<file path="src/rtl/branch_resolver_pkg.sv">
// Shared constants and entry layout helpers for the branch resolver.
// A queue entry is packed as {index, pred, pc, target}, with target in the low bits.
package branch_resolver_pkg;

  localparam int          PC_STEP = 4;
  localparam logic [31:0] SAT_MAX = 32'hFFFF_FFFF;
  localparam int          TGT_OFF = 0;

  function automatic int pc_off(input int addr_w);
    return addr_w;
  endfunction

  function automatic int pred_off(input int addr_w);
    return 2 * addr_w;
  endfunction

  function automatic int idx_off(input int addr_w);
    return 2 * addr_w + 1;
  endfunction

  function automatic int entry_w(input int addr_w, input int idx_w);
    return 2 * addr_w + 1 + idx_w;
  endfunction

  function automatic logic [31:0] sat_inc(input logic [31:0] v);
    return (v == SAT_MAX) ? v : v + 32'd1;
  endfunction

endpackage

</file>
<file path="src/rtl/branch_queue.sv">
// In-order storage for in-flight branch predictions: circular buffer with
// push/pop/flush and a combinational head read.
module branch_queue #(
  parameter int DEPTH  = 4,
  parameter int DATA_W = 8
) (
  input  logic                     clk,
  input  logic                     reset,
  input  logic                     push,
  input  logic [DATA_W-1:0]        push_data,
  input  logic                     pop,
  input  logic                     flush,
  output logic [DATA_W-1:0]        head_data,
  output logic [$clog2(DEPTH):0]   count,
  output logic                     empty
);

  localparam int                PTR_W   = $clog2(DEPTH);
  localparam logic [PTR_W:0]    DEPTH_C = (PTR_W + 1)'(DEPTH);
  localparam logic [PTR_W:0]    CNT_ONE = (PTR_W + 1)'(1);
  localparam logic [PTR_W-1:0]  PTR_ONE = PTR_W'(1);

  logic [DATA_W-1:0] mem [DEPTH];
  logic [PTR_W-1:0]  rd_ptr;
  logic [PTR_W-1:0]  wr_ptr;
  logic [PTR_W:0]    count_q;
  logic              full;
  logic              pop_ok;
  logic              push_ok;

  assign full  = (count_q == DEPTH_C);
  assign empty = (count_q == '0);
  assign count = count_q;

  // A pop frees the head slot this cycle, so a simultaneous push fits even when full.
  assign pop_ok  = pop & ~empty;
  assign push_ok = push & (~full | pop_ok);

  assign head_data = mem[rd_ptr];

  always_ff @(posedge clk) begin
    if (reset || flush) begin
      rd_ptr  <= '0;
      wr_ptr  <= '0;
      count_q <= '0;
    end else begin
      if (push_ok) wr_ptr <= wr_ptr + PTR_ONE;
      if (pop_ok)  rd_ptr <= rd_ptr + PTR_ONE;
      case ({push_ok, pop_ok})
        2'b10:   count_q <= count_q + CNT_ONE;
        2'b01:   count_q <= count_q - CNT_ONE;
        default: count_q <= count_q;
      endcase
    end
  end

  always_ff @(posedge clk) begin
    if (push_ok && !flush && !reset) mem[wr_ptr] <= push_data;
  end

endmodule

</file>
<file path="src/rtl/branch_resolver.sv">
// Checks queued decode-stage branch predictions against the MEM-stage outcome,
// producing registered redirect and BHT-update commands plus accuracy counters.
module branch_resolver
  import branch_resolver_pkg::*;
#(
  parameter int DEPTH  = 4,
  parameter int IDX_W  = 8,
  parameter int ADDR_W = 32
) (
  input  logic              clk,
  input  logic              reset,
  input  logic              push_valid,
  output logic              push_ready,
  input  logic [IDX_W-1:0]  push_index,
  input  logic              push_pred,
  input  logic [ADDR_W-1:0] push_pc,
  input  logic [ADDR_W-1:0] push_target,
  input  logic              resolve_valid,
  input  logic              resolve_taken,
  output logic              mispredict,
  output logic [ADDR_W-1:0] redirect_pc,
  output logic              upd_valid,
  output logic [IDX_W-1:0]  upd_index,
  output logic              upd_taken,
  output logic [31:0]       total_cnt,
  output logic [31:0]       mispred_cnt,
  output logic              underflow_err
);

  localparam int             ENTRY_W = entry_w(ADDR_W, IDX_W);
  localparam int             PC_OFF  = pc_off(ADDR_W);
  localparam int             PRED_OFF = pred_off(ADDR_W);
  localparam int             IDX_OFF = idx_off(ADDR_W);
  localparam int             CNT_W   = $clog2(DEPTH) + 1;
  localparam logic [CNT_W-1:0] DEPTH_C = CNT_W'(DEPTH);

  logic [ENTRY_W-1:0] push_data;
  logic [ENTRY_W-1:0] head_data;
  logic [CNT_W-1:0]   q_count;
  logic               q_empty;

  logic [ADDR_W-1:0]  head_target;
  logic [ADDR_W-1:0]  head_pc;
  logic               head_pred;
  logic [IDX_W-1:0]   head_index;

  logic               pop_do;
  logic               mis_do;
  logic [ADDR_W-1:0]  redirect_next;

  logic               mispredict_q;
  logic [ADDR_W-1:0]  redirect_q;
  logic               upd_valid_q;
  logic [IDX_W-1:0]   upd_index_q;
  logic               upd_taken_q;
  logic [31:0]        total_q;
  logic [31:0]        mispred_q;
  logic               underflow_q;

  assign push_data = {push_index, push_pred, push_pc, push_target};

  assign head_target = head_data[TGT_OFF +: ADDR_W];
  assign head_pc     = head_data[PC_OFF +: ADDR_W];
  assign head_pred   = head_data[PRED_OFF];
  assign head_index  = head_data[IDX_OFF +: IDX_W];

  assign push_ready = (q_count != DEPTH_C);

  // A mispredict flushes every younger (wrong-path) entry, including any push this cycle.
  assign pop_do        = resolve_valid & ~q_empty;
  assign mis_do        = pop_do & (head_pred != resolve_taken);
  assign redirect_next = resolve_taken ? head_target : head_pc + ADDR_W'(PC_STEP);

  branch_queue #(
    .DEPTH  (DEPTH),
    .DATA_W (ENTRY_W)
  ) u_queue (
    .clk       (clk),
    .reset     (reset),
    .push      (push_valid),
    .push_data (push_data),
    .pop       (pop_do),
    .flush     (mis_do),
    .head_data (head_data),
    .count     (q_count),
    .empty     (q_empty)
  );

  always_ff @(posedge clk) begin
    if (reset) begin
      mispredict_q <= 1'b0;
      redirect_q   <= '0;
      upd_valid_q  <= 1'b0;
      upd_index_q  <= '0;
      upd_taken_q  <= 1'b0;
      total_q      <= '0;
      mispred_q    <= '0;
      underflow_q  <= 1'b0;
    end else begin
      mispredict_q <= mis_do;
      upd_valid_q  <= pop_do;
      if (pop_do) begin
        redirect_q  <= redirect_next;
        upd_index_q <= head_index;
        upd_taken_q <= resolve_taken;
        total_q     <= sat_inc(total_q);
      end
      if (mis_do) mispred_q <= sat_inc(mispred_q);
      if (resolve_valid && q_empty) underflow_q <= 1'b1;
    end
  end

  assign mispredict    = mispredict_q;
  assign redirect_pc   = redirect_q;
  assign upd_valid     = upd_valid_q;
  assign upd_index     = upd_index_q;
  assign upd_taken     = upd_taken_q;
  assign total_cnt     = total_q;
  assign mispred_cnt   = mispred_q;
  assign underflow_err = underflow_q;

endmodule
</file>
<file path="config.mk">
export PLATFORM = sky130hd
export DESIGN_NAME = branch_resolver
export DESIGN_NICKNAME = d
export VERILOG_FILES = /design/src/rtl/branch_resolver_pkg.sv /design/src/rtl/branch_queue.sv /design/src/rtl/branch_resolver.sv
export SDC_FILE = /design/constraint.sdc
export NUM_CORES = 1
export LEC_CHECK = 0
export ABC_AREA = 0
export ABC_CLOCK_PERIOD_IN_PS = 4180
export CORE_ASPECT_RATIO = 0.7
export CORE_MARGIN = 2
export CORE_UTILIZATION = 53
export CTS_BUF_LIST = sky130_fd_sc_hd__clkbuf_8
export DETAILED_ROUTE_END_ITERATION = 12
export PLACE_DENSITY = 0.91
export REMOVE_ABC_BUFFERS = 1
export SLEW_MARGIN = 20
export SYNTH_ARGS = -nofsm -noshare
export SYNTH_HDL_FRONTEND = slang
export SYNTH_SLANG_ARGS = --single-unit
</file>
<file path="constraint.sdc">
create_clock -name clk -period 4.18 [get_ports clk]
set_input_delay 0.836 -clock clk [delete_from_list [all_inputs] [get_ports clk]]
set_output_delay 0.836 -clock clk [all_outputs]
set_load 0.05 [all_outputs]
</file>
==> results.sh <==
export IMPL_outcome="finished, final reports clean"
export IMPL_ys_types=69
export IMPL_cts_resized=0
export IMPL_syn_inst=1070
export IMPL_setup_viol=0
export IMPL_dp_hpwl_um=24400
export IMPL_ff2ff_path_depth=7
export IMPL_clkSinkCount=409
export IMPL_cts_buffers_inserted=59
export IMPL_drv_slew=0
export IMPL_max_freq_ghz=0.315
export IMPL_place_congestion=0.818
export IMPL_netlist_area_mm2=0.0165
export IMPL_grt_max_degree=76
export IMPL_cp_end_kind="register"
export IMPL_hold_depth=2
export IMPL_clkPwrFrac_pct=28.0
export IMPL_grt_usage_pct=22.9
export IMPL_grtUsageMet2_pct=36.2
export IMPL_utilization_pct=65.0
export IMPL_rsz0062_at_grt="false"
export IMPL_die_h_um=152
export IMPL_rows=54
export IMPL_p_sw_mw=3.55
export IMPL_path_class="reg -> reg"
export IMPL_total_power_mw=11.1
export IMPL_met1_usage_pct=31.7
export IMPL_p_leak_nw=6.46
export IMPL_final_cells=1766
export IMPL_viasPerCell=5.83
export IMPL_postRouteAntennaNets=0
export IMPL_drt_iter0_markers=1012
export IMPL_gr_total_overflow=0
export IMPL_maxCapViolations=0
export IMPL_syn_area_per_cell_um2=15.4
export IMPL_synth_warnings=0
export IMPL_clk_latency_ps=640
export IMPL_synth_flop_cell="edfxtp_1"
export IMPL_h_tree_depth=2
export IMPL_drive_gt1_share_pct=15.4
export IMPL_synth_most_common_cell="edfxtp_1"
export IMPL_io_buffers=186
export IMPL_crit_path_max_incr_delay_ps=560
export IMPL_max_slew_worst_pin_slew_ps=853
export IMPL_yosys_top_cells_count="edfxtp_1, dfxtp_1, nor2_1, nand2_1, mux4_2"
export IMPL_synthTopCellsByArea="edfxtp_1, dfxtp_1, mux4_2"
export IMPL_busiest_layer="met2"
export IMPL_vias=10300
export IMPL_period_share_pct=75.9
export IMPL_synth_seq_cells=409
export IMPL_cts_root_buf="clkbuf_8"
export IMPL_worstPathArrival_ps=3480
export IMPL_cp_top_family="simple AND/OR/NAND/NOR gates"
export IMPL_firstDrtPassIters=6
export IMPL_clockBufferDepth=3
export IMPL_yosysSeqAreaShare_pct=67.3
export IMPL_grt_pass1_wl_um=56800
export IMPL_coreArea_mm2=0.0309
export IMPL_hp_class="reg -> reg"
export IMPL_combPwrFrac_pct=27.6
export IMPL_synthArstFlopShare_pct=0
export IMPL_syn_to_final_growth_pct=21.7
export IMPL_detail_route_wl_per_cell_um=21.5
export IMPL_crit_fanout=27
export IMPL_cpMaxStageDelayCell="dfxtp_4"
export IMPL_postCtsSetupBuffers=0
export IMPL_wirelength_um=38000
export IMPL_drc=0
export IMPL_hold_end="redirect_pc[4]$_SDFFE_PP0P_"
export IMPL_r2r_setup_slack_ps=1010
export IMPL_synth_top_area_cell="edfxtp_1"
export IMPL_cts_tree="yes"
export IMPL_path_cells="mux4_2 > xnor2_4 > nand2_2 > nand2_1 > nor2_1 > and2_4 > buf_4"
export IMPL_dp_cells=1649
export IMPL_hold_path_startpoint="redirect_pc[4]$_SDFFE_PP0P_"
export IMPL_die_x_um=215
export IMPL_hold_viol_final=0
export IMPL_worst_path_buf_inv=1
export IMPL_p_seq_share_pct=44.4
export IMPL_use_met3_pct=5.15
export IMPL_regToRegEndpoint="u_queue.mem[0][4]$_DFFE_PP_"
export IMPL_synth_top_area_share_pct=53.1
export IMPL_critPathLaunchType="register"
export IMPL_dieArea_mm2=0.0326
export IMPL_cellInternalPower_mw=7.59
export IMPL_cts_hold_buffers=0
export IMPL_nets=1376
export IMPL_pwr_density_cell_mw_per_mm2=555
export IMPL_grt_pass1_vias=10100
export IMPL_synth_edf_count=292
export IMPL_ir_drop_uv=467
export IMPL_fin_skew_ps=35.9
export IMPL_period_minus_slack_ps=3170
export IMPL_switching_share_pct=31.8
export IMPL_slew_headroom_pct=42.9
export IMPL_io_pins=187
export IMPL_clkTransAtPathRegs_ps=60
export IMPL_start_util_pct=53.5
export IMPL_cp_required_ps=4480
export IMPL_antenna_found_initial=5
## registers in the layout, summed over array words and instances (netlist names), named ones only
signal and flops:
u_queue.rd_ptr 2, u_queue.mem 292, total_cnt 32, mispredict 1, upd_taken 1, u_queue.count 3, upd_valid 1, underflow_err 1
u_queue.wr_ptr 2, redirect_pc 32, mispred_cnt 32, upd_index 8
## area by class of cell
type / instances / area (um2)
Inverter: 17 / 63.8
Antenna cell: 6 / 15.0
Clock inverter: 40 / 211
Clock buffer: 71 / 977
Sequential cell: 409 / 11100
Timing Repair Buffer: 208 / 2090
Multi-Input combinational cell: 595 / 5090
Fill cell: 2210 / 10800
Tap cell: 420 / 526
## cells in the final DEF (no fill, tap or decap), types with 10 or more instances in the layout
cell type	instances
nor2_1	91
nor4_1	11
mux4_2	58
xnor2_1	55
inv_1	42
nand2_1	60
a21oi_1	24
mux4_1	15
o22ai_1	17
nand3_1	34
clkinv_2	10
nand4_1	29
nor3_1	17
clkdlybuf4s50_1	185
clkbuf_8	71
edfxtp_1	292
and4_1	14
a22oi_1	10
xor2_1	22
and3_1	11
buf_4	18
a211oi_1	23
dfxtp_1	115
## worst max-delay path by stage
stage                                    to           from  cells after the start
2_1_floorplan   u_queue.mem[0][0]$_DFFE_PP_       register                      6
3_3_place_gp    u_queue.mem[0][4]$_DFFE_PP_  resolve_taken                      8
3_5_place_dp    u_queue.mem[0][4]$_DFFE_PP_  resolve_taken                      8
4_1_cts         u_queue.mem[0][4]$_DFFE_PP_       register                      7
5_1_grt        redirect_pc[26]$_SDFFE_PP0P_       register                      8
6_report        u_queue.mem[0][4]$_DFFE_PP_       register                      7
## power groups by stage
stage / Combinational, mW / Clock (mW) / Sequential [mW]
floorplan: 1.45 / 0 / 5.66
global placement: 3.00 / 0 / 5.01
detailed placement: 3.08 / 0 / 5.03
CTS: 3.10 / 3.18 / 4.95
global route: 3.26 / 3.36 / 4.98
finish: 3.08 / 3.12 / 4.95
## metrics by stage
step / hold WS, ps / setup TNS, ps / setup slack, ps / instance area (um2)
after floorplan: 485 / -736330 / -2400 / 16200
after global placement: 440 / 0 / 600 / 18900
after detailed placement: 447 / 0 / 555 / 18900
after CTS: 454 / 0 / 981 / 20100
after global routing: 475 / 0 / 796 / 20100
final: 455 / 0 / 1010 / 20100
## routing by layer
layer / wire length [um] / up-vias
met4: 831 / 2
met5: 13 / -
met1: 16300 / 5189
met3: 3010 / 60
li1: - / 4634
met2: 17800 / 406
## tightest hold or removal path: stages (launching register included)
cell	delay (ps)
dfxtp_1	310
nand2_1	50
a21oi_1	50
## kinds of logic after synthesis
| family | after synthesis | share of synthesized area, % |
|---|---|---|
| adders and majority gates | 8 | 0.652 |
| muxes | 82 | 10.9 |
| buffers and inverters | 66 | 1.95 |
| xor gates and xnor gates | 78 | 4.25 |
| DFF | 409 | 67.3 |
| AOI/OAI and AO/OA | 105 | 4.34 |
| and+or+nand+nor | 322 | 10.6 |
No activity file was read; power rests on OpenSTA's default activity.
